File: src/rtl/mac_vec_acc.sv
// Streaming LANES-wide fixed-point multiply-accumulate with per-frame bias, rounding and saturation.
// Pipeline: products -> lane sum -> frame accumulator -> quantised output, with one global stall.
module mac_vec_acc #(
  parameter int LANES     = 4,
  parameter int IW_M      = 4,
  parameter int QW_M      = 8,
  parameter int IW_X      = 4,
  parameter int QW_X      = 8,
  parameter int IW_B      = 4,
  parameter int QW_B      = 8,
  parameter int IW_Y      = 4,
  parameter int QW_Y      = 8,
  parameter int ACC_GUARD = 8,
  parameter int ROUND     = 0,
  parameter int SAT       = 1
) (
  input  logic                            clk_in,
  input  logic                            rst_n_in,
  input  logic [LANES*(IW_M+QW_M)-1:0]    m_in,
  input  logic [LANES*(IW_X+QW_X)-1:0]    x_in,
  input  logic [IW_B+QW_B-1:0]            b_in,
  input  logic                            in_valid,
  input  logic                            in_last,
  output logic                            in_ready,
  output logic [IW_Y+QW_Y-1:0]            y_out,
  output logic                            y_valid,
  input  logic                            y_ready,
  output logic                            ovf_out
);

  localparam int WL_M    = IW_M + QW_M;
  localparam int WL_X    = IW_X + QW_X;
  localparam int WL_B    = IW_B + QW_B;
  localparam int WL_Y    = IW_Y + QW_Y;
  localparam int WL_PROD = WL_M + WL_X;
  localparam int QW_PROD = QW_M + QW_X;
  localparam int WSUM    = WL_PROD + $clog2(LANES);
  localparam int ACC_W   = WSUM + ACC_GUARD;
  localparam int QW_S    = (QW_PROD > QW_B) ? QW_PROD : QW_B;
  localparam int IA      = ACC_W - QW_PROD;
  localparam int IS      = ((IA > IW_B) ? IA : IW_B) + 1;
  localparam int WS      = IS + QW_S;
  localparam int SH      = (QW_S > QW_Y) ? (QW_S - QW_Y) : 0;
  localparam int PAD     = (QW_Y > QW_S) ? (QW_Y - QW_S) : 0;
  localparam int WQ0     = WS + 1 + PAD;
  localparam int WQ      = (WQ0 > WL_Y + 1) ? WQ0 : (WL_Y + 1);
  localparam int RSH     = (SH > 0) ? (SH - 1) : 0;
  localparam bit RND_EN  = (ROUND != 0) && (SH > 0);
  localparam logic signed [WQ-1:0] RND = RND_EN ? (WQ'(1) <<< RSH) : '0;
  localparam logic [WL_Y-1:0] Y_MAX = {1'b0, {(WL_Y-1){1'b1}}};
  localparam logic [WL_Y-1:0] Y_MIN = {1'b1, {(WL_Y-1){1'b0}}};

  logic adv;
  assign adv      = !y_valid || y_ready;
  assign in_ready = adv;

  // Stage 1: per-lane products
  logic signed [WL_PROD-1:0] prod_comb [LANES];
  logic signed [WL_PROD-1:0] prod_reg  [LANES];
  logic                      v1_reg, l1_reg;
  logic signed [WL_B-1:0]    b1_reg;

  generate
    for (genvar gi = 0; gi < LANES; gi++) begin : g_lane
      logic signed [WL_PROD-1:0] m_ext, x_ext;
      assign m_ext         = WL_PROD'($signed(m_in[gi*WL_M +: WL_M]));
      assign x_ext         = WL_PROD'($signed(x_in[gi*WL_X +: WL_X]));
      assign prod_comb[gi] = m_ext * x_ext;
    end
  endgenerate

  always_ff @(posedge clk_in or negedge rst_n_in) begin
    if (!rst_n_in) begin
      for (int k = 0; k < LANES; k++) prod_reg[k] <= '0;
      v1_reg <= 1'b0;
      l1_reg <= 1'b0;
      b1_reg <= '0;
    end else if (adv) begin
      for (int k = 0; k < LANES; k++) prod_reg[k] <= prod_comb[k];
      v1_reg <= in_valid;
      l1_reg <= in_last;
      b1_reg <= $signed(b_in);
    end
  end

  // Stage 2: lane sum
  logic signed [WSUM-1:0] lane_sum;
  logic signed [WSUM-1:0] s2_reg;
  logic                   v2_reg, l2_reg;
  logic signed [WL_B-1:0] b2_reg;

  always_comb begin
    lane_sum = '0;
    for (int k = 0; k < LANES; k++) lane_sum = lane_sum + WSUM'(prod_reg[k]);
  end

  always_ff @(posedge clk_in or negedge rst_n_in) begin
    if (!rst_n_in) begin
      s2_reg <= '0;
      v2_reg <= 1'b0;
      l2_reg <= 1'b0;
      b2_reg <= '0;
    end else if (adv) begin
      s2_reg <= lane_sum;
      v2_reg <= v1_reg;
      l2_reg <= l1_reg;
      b2_reg <= b1_reg;
    end
  end

  // Stage 3: frame accumulator; bubbles leave both acc and the first-beat flag alone
  logic signed [ACC_W-1:0] acc_reg;
  logic                    first_reg;
  logic                    v3_reg, l3_reg;
  logic signed [WL_B-1:0]  b3_reg;

  always_ff @(posedge clk_in or negedge rst_n_in) begin
    if (!rst_n_in) begin
      acc_reg   <= '0;
      first_reg <= 1'b1;
      v3_reg    <= 1'b0;
      l3_reg    <= 1'b0;
      b3_reg    <= '0;
    end else if (adv) begin
      v3_reg <= v2_reg;
      l3_reg <= l2_reg;
      b3_reg <= b2_reg;
      if (v2_reg) begin
        acc_reg   <= first_reg ? ACC_W'(s2_reg) : acc_reg + ACC_W'(s2_reg);
        first_reg <= l2_reg;
      end
    end
  end

  // Output quantisation: align, add bias, round/floor to QW_Y, then fit integer range
  logic signed [WS-1:0]   acc_al, b_al, full_sum;
  logic signed [WQ-1:0]   q_val;
  logic signed [WL_Y-1:0] q_trunc;
  logic                   fits;
  logic [WL_Y-1:0]        y_next;
  logic                   ovf_next;

  always_comb begin
    acc_al   = WS'(acc_reg) <<< (QW_S - QW_PROD);
    b_al     = WS'(b3_reg) <<< (QW_S - QW_B);
    full_sum = acc_al + b_al;
    q_val    = ((WQ'(full_sum) <<< PAD) + RND) >>> SH;
    q_trunc  = q_val[WL_Y-1:0];
    fits     = (q_val == {{(WQ-WL_Y){q_trunc[WL_Y-1]}}, q_trunc});
    ovf_next = !fits;
    y_next   = q_trunc;
    if (!fits && (SAT != 0)) y_next = q_val[WQ-1] ? Y_MIN : Y_MAX;
  end

  always_ff @(posedge clk_in or negedge rst_n_in) begin
    if (!rst_n_in) begin
      y_out   <= '0;
      y_valid <= 1'b0;
      ovf_out <= 1'b0;
    end else if (adv) begin
      if (v3_reg && l3_reg) begin
        y_out   <= y_next;
        ovf_out <= ovf_next;
        y_valid <= 1'b1;
      end else begin
        y_valid <= 1'b0;
      end
    end
  end

endmodule

File: config.mk
export PLATFORM = sky130hd
export DESIGN_NAME = mac_vec_acc
export DESIGN_NICKNAME = d
export VERILOG_FILES = /design/src/rtl/mac_vec_acc.sv
export SDC_FILE = /design/constraint.sdc
export NUM_CORES = 2
export LEC_CHECK = 0
export CAP_MARGIN = 20
export CORE_ASPECT_RATIO = 0.6
export CORE_UTILIZATION = 45
export DETAILED_ROUTE_END_ITERATION = 16
export PLACE_DENSITY = 0.69
export SLEW_MARGIN = 20
export SYNTH_ARGS = -nofsm -noshare
export SYNTH_HDL_FRONTEND = slang
export SYNTH_SLANG_ARGS = --single-unit
File: constraint.sdc
create_clock -name clk_in -period 10.3 [get_ports clk_in]
set_clock_uncertainty 0.1 [all_clocks]
set_input_delay 2.06 -clock clk_in [delete_from_list [all_inputs] [get_ports clk_in]]
set_output_delay 2.06 -clock clk_in [all_outputs]
set_load 0.05 [all_outputs]
==> results.md <==
* Outcome: finished clean
* Sequential area share after synthesis at 0.155
* RSZ-0062 raised after global routing: no
* Top-area cell type share of the netlist area at 0.351
* Max-Cap Viols at 0
* First-pass GRT wire length at 134000 um
* Starting density of the core at 0.455
* Post-synthesis instance total at 3891
* Hold WC Path Type: reg2reg
* Crit Path Max Fanout at 12
* Die area at 77700 um2
* CTS max path bufs at 3
* Largest area contributor in the netlist: fa_1
* WL per Instance at 16.0 um
* Commonest non-fill, non-tap cell in the layout: inv_1
* FFs w/ async S/R, synth at 1.00
* Clock Pin Slew Worst Setup and Hold Paths at 0.07 ns
* Slew HR at 0.311
* F_max at 120 MHz
* Period utilisation layout at 0.806
* Hold Worst Slack at 0.368 ns
* Critical path type: in2reg
* Fillers at 7026
* Largest register FFs at 96
* Grt ovf at 0
* Slowest cell delay on critical path at 0.79 ns
* Critical Path End Type: flop
* Critical Path RT at 10.57 ns
* H-tree depth at 1
* Slew Limit Fails at 0
* DR iter-0 viols at 1884
* Port bufs at 127
* Area contributors post-synth: fa_1 (35%), dfrtp_1 (15%), ha_1 (10%)
* Syn. warnings at 0
* Mapped Area at 34400 um2
* Flops & latches, synth at 213
* Ys flop type: dfrtp_1
* Footprint of the multi-input gates at 25900 um2
* Final Hold Fails at 0
* Count of cell types in the netlist at 66
* Final Net Count at 4904
* Slew @ Worst Pin at 1.03 ns
* Post-Syn Area per Cell at 8.85 um2
* Post-Route Setup TNS at 0 ns
* Startpoint Class: input port
* FF+latch area at 5330 um2
* Antenna violations before repair at 1
* Final WL at 78600 um
* Vias per std cell at 5.16
* Number of detailed-route iterations in the first pass at 5
* # resized after CTS at 0
* Clock latency at the later pin of the worst-skew pair at 0.54 ns
* CTS root buf: clkbuf_16
* Most frequent cells in the layout: inv_1 (699), nand2_1 (694), fa_1 (603)
* I/O pin total at 128
* Post-synth EDFFs at 0
* CP arrival at 8.57 ns
* Chip width at 359 um
* Routed Antenna Nets at 0
* Number of post-CTS setup repair buffers at 0
* Placer Congestion at 0.903
* Residual DRC at 0
* Final Setup Violations at 0
* Max stage delay cell, worst path: clkdlybuf4s50_1
* Post-DP HPWL at 65300 um
* Total number of vias at 25.4k
* TritonCTS clock tree: yes
* Core Rows at 78
* P&R area growth vs syn at 8.07%
* Hold Buf Count CTS at 0
* Total CTS buffers at 23
* CORE AREA at 75600 um2
* Mapped Nets at 4895
* CP most frequent cell: fa_1
* Total Routing Usage GR at 0.210
* Die height at 216 um
* CP Cell Sequence: clkdlybuf4s50_1 -> nand2_1 -> fa_1 -> inv_1 -> ha_1 -> fa_1 -> inv_1 -> fa_1 -> fa_1 -> inv_1 -> ha_1 -> nor2b_1 -> o21ai_1 -> a21boi_0 -> o211ai_1 -> a21oi_1 -> o31ai_1 -> o21ai_0 -> or4_1 -> a31oi_1 -> xnor2_1 -> o21ai_0
* Min Tclk post-route at 8.30 ns
* Share of layout cells above drive strength 1 at 0.0194
* Clock sinks at 213
* Largest net degree at the start of global routing at 98
* Vias in the first global route at 25.6k
==> per-layer routing <==
| layer | up-vias | global-route usage | share of wire |
|---|---|---|---|
| li1 | 12063 | - | - |
| met5 | - | 0 | 0 |
| met1 | 12562 | 0.330 | 0.50 |
| met3 | 64 | 0.0332 | 0.068 |
| met2 | 689 | 0.309 | 0.42 |
| met4 | 0 | 0.0282 | 0.014 |
==> synthesized netlist by cell type, types with 3 or more instances <==
master      n
or4_1       5
o31ai_1    15
nand4_1     9
o21bai_1   24
or3_1      20
a211oi_1   30
dfrtp_1   212
or2_2       4
buf_1       3
nand3_1    37
and4_1      3
a211o_1     4
clkinv_1    3
clkbuf_1  145
o211ai_1    8
mux2_2      3
a31oi_1    13
a31o_2      4
o41ai_1     5
o21ai_1     4
a21oi_1   185
and2_1    167
o21a_1     18
inv_1     700
xnor2_1    99
nand2_1   694
fa_1      603
and3_1     14
o22a_1      5
nor4_1      5
ha_1      288
nor3_1     41
nor2b_1    16
o21ai_0   114
xor2_1     61
o311ai_2    8
nand2b_1   38
a21o_1     43
o31a_1      4
nor2_1    201
a41oi_1     3
==> cells by family after synthesis <==
family                   synth area share
buffers and inverters              0.0934
flip-flops                          0.155
AND/OR/NAND/NOR                     0.163
AO/OA/AOI/OAI                      0.0918
multiplexers                      0.00127
XOR/XNOR                           0.0407
adder cells (fa/ha/maj)             0.455
==> stage by stage <==
stage                      util  setup slack [ns]  cell area (um2)  std cells
after floorplan               -              2.88            34400       3891
after detailed placement  0.482              1.56            36500       4875
after CTS                 0.492              2.06            37200       4916
after global routing      0.492              1.73            37200       4917
final                     0.492              2.00            37200       4917
after global placement    0.482              1.73            36500       4875
==> path summary, 6_finish.rpt <==
path                         startpoint           end  slack, ns  cells after the start
hold reg to reg               b2_reg[5]     b2_reg[5]       0.37                      2
min in group asynchronous      rst_n_in     y_out[11]       1.39                      1
max in group asynchronous      rst_n_in  prod_reg[86]       6.55                      3
setup reg to reg           prod_reg[24]    s2_reg[25]       5.68                     16
setup / recovery               m_in[31]  prod_reg[47]       2.00                     22
hold / removal                b2_reg[5]     b2_reg[5]       0.37                      2
==> area by class of cell <==
type	count	area share
repair buffers	135	0.0359
well taps	1000	0.0336
flip-flops and latches	213	0.143
clock inverters	12	0.00282
clock buffers	29	0.0174
multi-input cells	2824	0.696
inverters	703	0.0710
diodes	1	0.0000672
==> worst max-delay path: cells and delay by family <==
family / cells / cell delay (ns)
adder cells (fa/ha/maj): 6 / 2.65
AO/OA/AOI/OAI: 8 / 2.01
buffers and inverters: 4 / 0.94
AND/OR/NAND/NOR: 3 / 0.78
XOR/XNOR: 1 / 0.13
Power is left out: the tool's default activity adds up to more than one toggle a clock period on the data nets, which glitch-free logic cannot reach.
